### config.mk
export PLATFORM = sky130hd
export DESIGN_NAME = ball_scheduler
export DESIGN_NICKNAME = d
export VERILOG_FILES = /design/src/rtl/ball_scheduler.sv
export SDC_FILE = /design/constraint.sdc
export NUM_CORES = 1
export LEC_CHECK = 0
export CORE_ASPECT_RATIO = 1.2
export CORE_MARGIN = 2
export CORE_UTILIZATION = 52
export CTS_CLUSTER_DIAMETER = 50
export DETAILED_ROUTE_END_ITERATION = 12
export PLACE_DENSITY = 0.74
export SYNTH_ARGS = -nofsm -noshare
export SYNTH_HDL_FRONTEND = slang
export SYNTH_SLANG_ARGS = --single-unit
### constraint.sdc
create_clock -name clk -period 8.8 [get_ports clk]
set_input_delay 1.76 -clock clk [delete_from_list [all_inputs] [get_ports clk]]
set_output_delay 1.76 -clock clk [all_outputs]
set_load 0.03 [all_outputs]
### src/rtl/ball_scheduler.sv
// ball_scheduler: game sequencer for the falling-ball datapath.
// Owns four ball slots, spawns balls on a fixed tick interval, moves them on a
// divided clock tick, judges button presses against the hit zone and keeps
// score and miss counts until too many balls are missed.
module ball_scheduler #(
  parameter int TICK_DIV    = 500000,
  parameter int SPAWN_TICKS = 40,
  parameter int Y_START     = 0,
  parameter int Y_END       = 779,
  parameter int ZONE_TOP    = 400,
  parameter int ZONE_BOT    = 475,
  parameter int MAX_MISSES  = 8
) (
  input  logic        clk,
  input  logic        reset,
  input  logic        start,
  input  logic        button,
  output logic [39:0] ball_y,
  output logic [3:0]  ball_active,
  output logic [15:0] score,
  output logic [7:0]  misses,
  output logic        game_over,
  output logic        hit_pulse,
  output logic        miss_pulse,
  output logic        spawn_drop
);

  localparam int NumSlots = 4;
  localparam int TickW    = (TICK_DIV > 1) ? $clog2(TICK_DIV) : 1;
  localparam int SpawnW   = (SPAWN_TICKS > 1) ? $clog2(SPAWN_TICKS) : 1;

  localparam logic [TickW-1:0]  TickLast  = TickW'(TICK_DIV - 1);
  localparam logic [SpawnW-1:0] SpawnLast = SpawnW'(SPAWN_TICKS - 1);
  localparam logic [9:0]        YStart    = 10'(Y_START);
  localparam logic [9:0]        YEnd      = 10'(Y_END);
  localparam logic [9:0]        ZoneTop   = 10'(ZONE_TOP);
  localparam logic [9:0]        ZoneBot   = 10'(ZONE_BOT);
  localparam logic [7:0]        MaxMisses = 8'(MAX_MISSES);

  typedef enum logic [1:0] {
    IDLE = 2'd0,
    RUN  = 2'd1,
    OVER = 2'd2
  } state_t;

  state_t                    state;
  logic [TickW-1:0]          tickCnt;
  logic [SpawnW-1:0]         spawnCnt;
  logic                      buttonPrev;
  logic [NumSlots-1:0][9:0]  slotY;

  logic                      running;
  logic                      tick;
  logic                      spawnFire;
  logic                      pressed;
  logic                      hitNow;
  logic                      hitFound;
  logic [1:0]                hitIdx;
  logic [9:0]                bestY;
  logic                      freeFound;
  logic [1:0]                freeIdx;
  logic [2:0]                missCount;
  logic [NumSlots-1:0][9:0]  nextY;
  logic [NumSlots-1:0]       nextActive;
  logic [8:0]                missSum;
  logic [7:0]                nextMisses;

  assign ball_y    = slotY;
  assign game_over = (state == OVER);
  assign running   = (state == RUN);
  assign tick      = running && (tickCnt == TickLast);
  assign spawnFire = tick && (spawnCnt == SpawnLast);
  assign pressed   = running && button && !buttonPrev;
  assign hitNow    = pressed && hitFound;

  // Hit judging: among active in-zone balls pick the lowest on screen
  // (largest y); a strict compare keeps the lower index on a tie.
  always_comb begin
    // NOTE: every combinational output is defaulted first so no path can infer a latch.
    hitFound = 1'b0;
    hitIdx   = '0;
    bestY    = '0;
    for (int i = 0; i < NumSlots; i++) begin
      if (ball_active[i] && (slotY[i] >= ZoneTop) && (slotY[i] <= ZoneBot) &&
          (!hitFound || (slotY[i] > bestY))) begin
        hitFound = 1'b1;
        hitIdx   = 2'(i);
        bestY    = slotY[i];
      end
    end
  end

  // Spawn target: lowest-index slot that is free at the start of the cycle,
  // so a slot released this cycle by a hit or miss is never reused at once.
  always_comb begin
    freeFound = 1'b0;
    freeIdx   = '0;
    for (int i = NumSlots - 1; i >= 0; i--) begin
      if (!ball_active[i]) begin
        freeFound = 1'b1;
        freeIdx   = 2'(i);
      end
    end
  end

  // Next slot contents: movement and misses on a tick, hit removal, then spawn.
  always_comb begin
    nextY      = slotY;
    nextActive = ball_active;
    missCount  = '0;
    if (tick) begin
      for (int i = 0; i < NumSlots; i++) begin
        // The slot taken by a hit this cycle is removed, not advanced.
        if (ball_active[i] && !(hitNow && (hitIdx == 2'(i)))) begin
          if (slotY[i] == YEnd) begin
            nextActive[i] = 1'b0;
            missCount     = missCount + 3'd1;
          end else begin
            nextY[i] = slotY[i] + 10'd1;
          end
        end
      end
    end
    if (hitNow) begin
      nextActive[hitIdx] = 1'b0;
    end
    if (spawnFire && freeFound) begin
      nextActive[freeIdx] = 1'b1;
      nextY[freeIdx]      = YStart;
    end
    missSum    = {1'b0, misses} + {6'd0, missCount};
    nextMisses = missSum[8] ? 8'hFF : missSum[7:0];
  end

  // Game FSM plus every registered counter, slot and pulse output.
  always_ff @(posedge clk or posedge reset) begin
    if (reset) begin
      // NOTE: the slot array is plain control state, so it is reset like any other register.
      state       <= IDLE;
      tickCnt     <= '0;
      spawnCnt    <= '0;
      buttonPrev  <= 1'b0;
      slotY       <= '0;
      ball_active <= '0;
      score       <= '0;
      misses      <= '0;
      hit_pulse   <= 1'b0;
      miss_pulse  <= 1'b0;
      spawn_drop  <= 1'b0;
    end else begin
      // NOTE: non-blocking assignments so every register samples pre-edge values.
      buttonPrev <= button;
      hit_pulse  <= 1'b0;
      miss_pulse <= 1'b0;
      spawn_drop <= 1'b0;
      unique case (state)
        IDLE, OVER: begin
          if (start) begin
            state       <= RUN;
            tickCnt     <= '0;
            spawnCnt    <= '0;
            slotY       <= '0;
            ball_active <= '0;
            score       <= '0;
            misses      <= '0;
          end
        end
        RUN: begin
          tickCnt <= tick ? '0 : tickCnt + 1'b1;
          if (tick) begin
            spawnCnt <= spawnFire ? '0 : spawnCnt + 1'b1;
          end
          slotY       <= nextY;
          ball_active <= nextActive;
          misses      <= nextMisses;
          miss_pulse  <= (missCount != 3'd0);
          spawn_drop  <= spawnFire && !freeFound;
          if (hitNow) begin
            hit_pulse <= 1'b1;
            if (score != 16'hFFFF) begin
              score <= score + 16'd1;
            end
          end
          // Hits and spawns of this cycle are kept; the game ends on this edge.
          if (nextMisses >= MaxMisses) begin
            state <= OVER;
          end
        end
        default: state <= IDLE;
      endcase
    end
  end

endmodule

==> results.json, run 1 <==
{
  "area_growth_pct": 28.3,
  "grt_pass1_vias": 6260,
  "synth-seq-cells": 99,
  "worstSkewPairLatency_ns": 0.35,
  "htreeDepth": 3,
  "ant_nets": 0,
  "async_flop_share": 1.00,
  "vias_per_cell": 6.23,
  "start_kind": "register",
  "finalWirelength_um": 19500,
  "synth_flop_cell": "dfrtp_1",
  "setup_violations": 2,
  "max-cap-violations": 0,
  "yosysWarnings": 0,
  "die_y_um": 129,
  "grt_overflow": 0,
  "cp_num_cells": 41,
  "critPathCaptureType": "register",
  "period_minus_slack_ns": 8.92,
  "antennaDiodeCount": 0,
  "whs_path_depth": 1,
  "cts.sinks": 99,
  "ys_types": 72,
  "cts-root-buf": "clkbuf_16",
  "vdd_drop_max_v": 0.000115,
  "avgSynthCellArea_um2": 8.73,
  "io_pins": 76,
  "timing.hold.ws_ns": 0.491,
  "port_buffers": 75,
  "clock_path_buffers": 2,
  "track_usage": 0.277,
  "core_area_um2": 12700,
  "min_from": "tickCnt[18]",
  "status": "finished, violations left",
  "fin_skew_ns": 0.00810,
  "hold_violations": 0,
  "netlist_instances": 771,
  "p_leak_uw": 0.00377,
  "grt_pass1_wl_um": 30700,
  "die_area_um2": 13900,
  "drt-pass1-iter-count": 6,
  "clk_pin_slew_worst_paths_ns": 0.07,
  "crit_type": "register to register",
  "grt_antenna_before_repair": 0,
  "vias": 6496,
  "drive_gt1_frac": 0.164,
  "place_congestion": 0.903,
  "grt_max_degree": 62,
  "routedWlPerCell_um": 18.7,
  "setup_ws_ns": -0.124,
  "period_share": 1.01,
  "powerDensity_nw_per_um2": 159,
  "drcViolationCount": 0,
  "r2r_cells": 41,
  "cpLargestDelayFamily": "compound AO/OA/AOI/OAI gates",
  "slowest_stage": "or4_4",
  "critPathBufInv": 5,
  "tightest_slew_ns": 0.861,
  "critical_path.max_fanout": 6,
  "die_x_um": 108,
  "slowest_delay_ns": 0.52,
  "synth-edff-count": 0,
  "slew_headroom": 0.426,
  "critPathLaunch": "ball_y[9]",
  "required_ns": 9.04,
  "pre_cts_ws_ns": -0.195,
  "post-dp-hpwl_um": 12800,
  "hp-class": "register to register",
  "drtIter0Drc": 470,
  "start_util": 0.531,
  "total_power_uw": 1370,
  "fin_nets": 925,
  "fmax_ghz": 0.112,
  "num_rows": 45,
  "reg2reg_from": "ball_y[9]",
  "slew_viol_final": 0,
  "numCtsBuffers": 9,
  "ys_seq_area_frac": 0.368,
  "rsz0062_at_grt": "yes",
  "cts_tree": "yes",
  "syn-cell-area_um2": 6730,
  "cp.arrival_ns": 9.16,
  "violations": "setup timing"
}
## layout by cell type, fill, tap and decap left out, types with 8 or more instances in the layout
master | synthesis | routed
mux2i_1 | 12 | 11
nand4_1 | 28 | 28
ha_4 | 0 | 9
and2_1 | 9 | 8
and3_1 | 23 | 23
inv_1 | 37 | 36
a21oi_1 | 54 | 47
or3_1 | 8 | 8
nor3_1 | 12 | 12
nor2_1 | 63 | 58
clkdlybuf4s50_1 | 0 | 75
a31oi_1 | 12 | 12
nand2_1 | 78 | 67
o21ai_0 | 65 | 61
a21o_1 | 13 | 13
nand3_1 | 26 | 25
clkbuf_16 | 0 | 9
xor2_1 | 23 | 23
dfrtp_1 | 99 | 94
ha_1 | 47 | 37
xnor2_1 | 10 | 10
o31ai_1 | 9 | 9
buf_4 | 0 | 37
## logic make-up after synthesis
group,count (synthesis),share of synthesized area
AOI/OAI and AO/OA,214,0.210
buffers and inverters,68,0.0422
and+or+nand+nor,291,0.220
other,1,0.000557
adders and majority gates,48,0.0904
muxes,17,0.0262
DFF,99,0.368
xor gates and xnor gates,33,0.0430
## sequential cells by signal, summed over array words and instances (netlist names)
name and cells:
miss_pulse 1, misses 8, hit_pulse 1, ball_y 40, score 16, spawnCnt 6
state 2, tickCnt 19, buttonPrev 1, ball_active 4, spawn_drop 1
## routing by layer
layer / track usage / up-vias / part of all wire
li1: - / 3020 / -
met1: 0.358 / 3149 / 0.42
met2: 0.465 / 269 / 0.49
met3: 0.0451 / 58 / 0.061
met4: 0.109 / 0 / 0.032
met5: 0 / - / 0
## cells in the mapped netlist (all sizes together) (3+ instances only)
library cell  number  area share
ha                47       0.087
o31ai              9       0.010
a41oi              8       0.010
a211oi             7       0.012
nor2              63       0.035
and2               9      0.0084
xor2              23       0.030
o21a               3      0.0033
a31oi             14       0.015
or4                3      0.0033
nand4             28       0.026
dfrtp             99        0.37
a21o              13       0.015
a22oi              3      0.0033
o22a               3      0.0041
a21oi             54       0.040
nor3              14       0.012
a31o               5      0.0078
o211ai             5      0.0056
mux2               5      0.0084
nand2             78       0.044
buf                8      0.0084
nand3             26       0.019
and3              25       0.024
a22o               5      0.0065
mux2i             12       0.018
nand2b             9      0.0084
or3                9      0.0086
and4               5      0.0065
nor2b              5      0.0046
nand4b             4      0.0052
or2                3      0.0032
xnor2             10       0.013
clkbuf            22       0.012
inv               38       0.022
o21ai             68       0.051
## final timing paths
path	end	slack [ns]
setup / recovery	state[1]	-0.12
hold / removal	tickCnt[18]	0.49
setup reg to reg	state[1]	-0.12
hold reg to reg	tickCnt[18]	0.49
max in group asynchronous	ball_active[0]	5.78
min in group asynchronous	hit_pulse	1.80
## layout make-up
class / instances / area, um^2
multi-input combinational: 608 / 4360
fill: 996 / 4030
sequential: 99 / 2480
timing repair buffer: 117 / 1080
clock buffer: 11 / 243
tap: 164 / 205
inverter: 38 / 148
clock inverter: 5 / 109
## metrics by stage
step / instances / utilization / cell area, um^2 / setup TNS, ns
floorplan: 773 / - / 6870 / 0
global route: 1042 / 0.682 / 8630 / -0.876
detailed placement: 999 / 0.616 / 7800 / -0.195
global placement: 999 / 0.616 / 7800 / 0
finish: 1042 / 0.682 / 8630 / -0.183
CTS: 1022 / 0.648 / 8210 / 0
## where the power goes
group | internal, uW | switching (uW)
Combinational | 130 | 263
Sequential | 478 | 29.9
Clock | 288 | 180
Total | 896 | 474
## repair_timing
item	CTS	global route
endpoints found under the setup margin	2	6
pin swaps	6	42
setup buffers	6	19
hold buffers	0	0
gates resized for setup	3	56
cloned	1	1
(Power assumes the default switching activity.)
==> run 2, diff against run 1 <==
SKIP_LAST_GASP = 1   (was default)
==> results of run 2 <==
The final DEF is identical to that of run 1; final timing and power are the same.
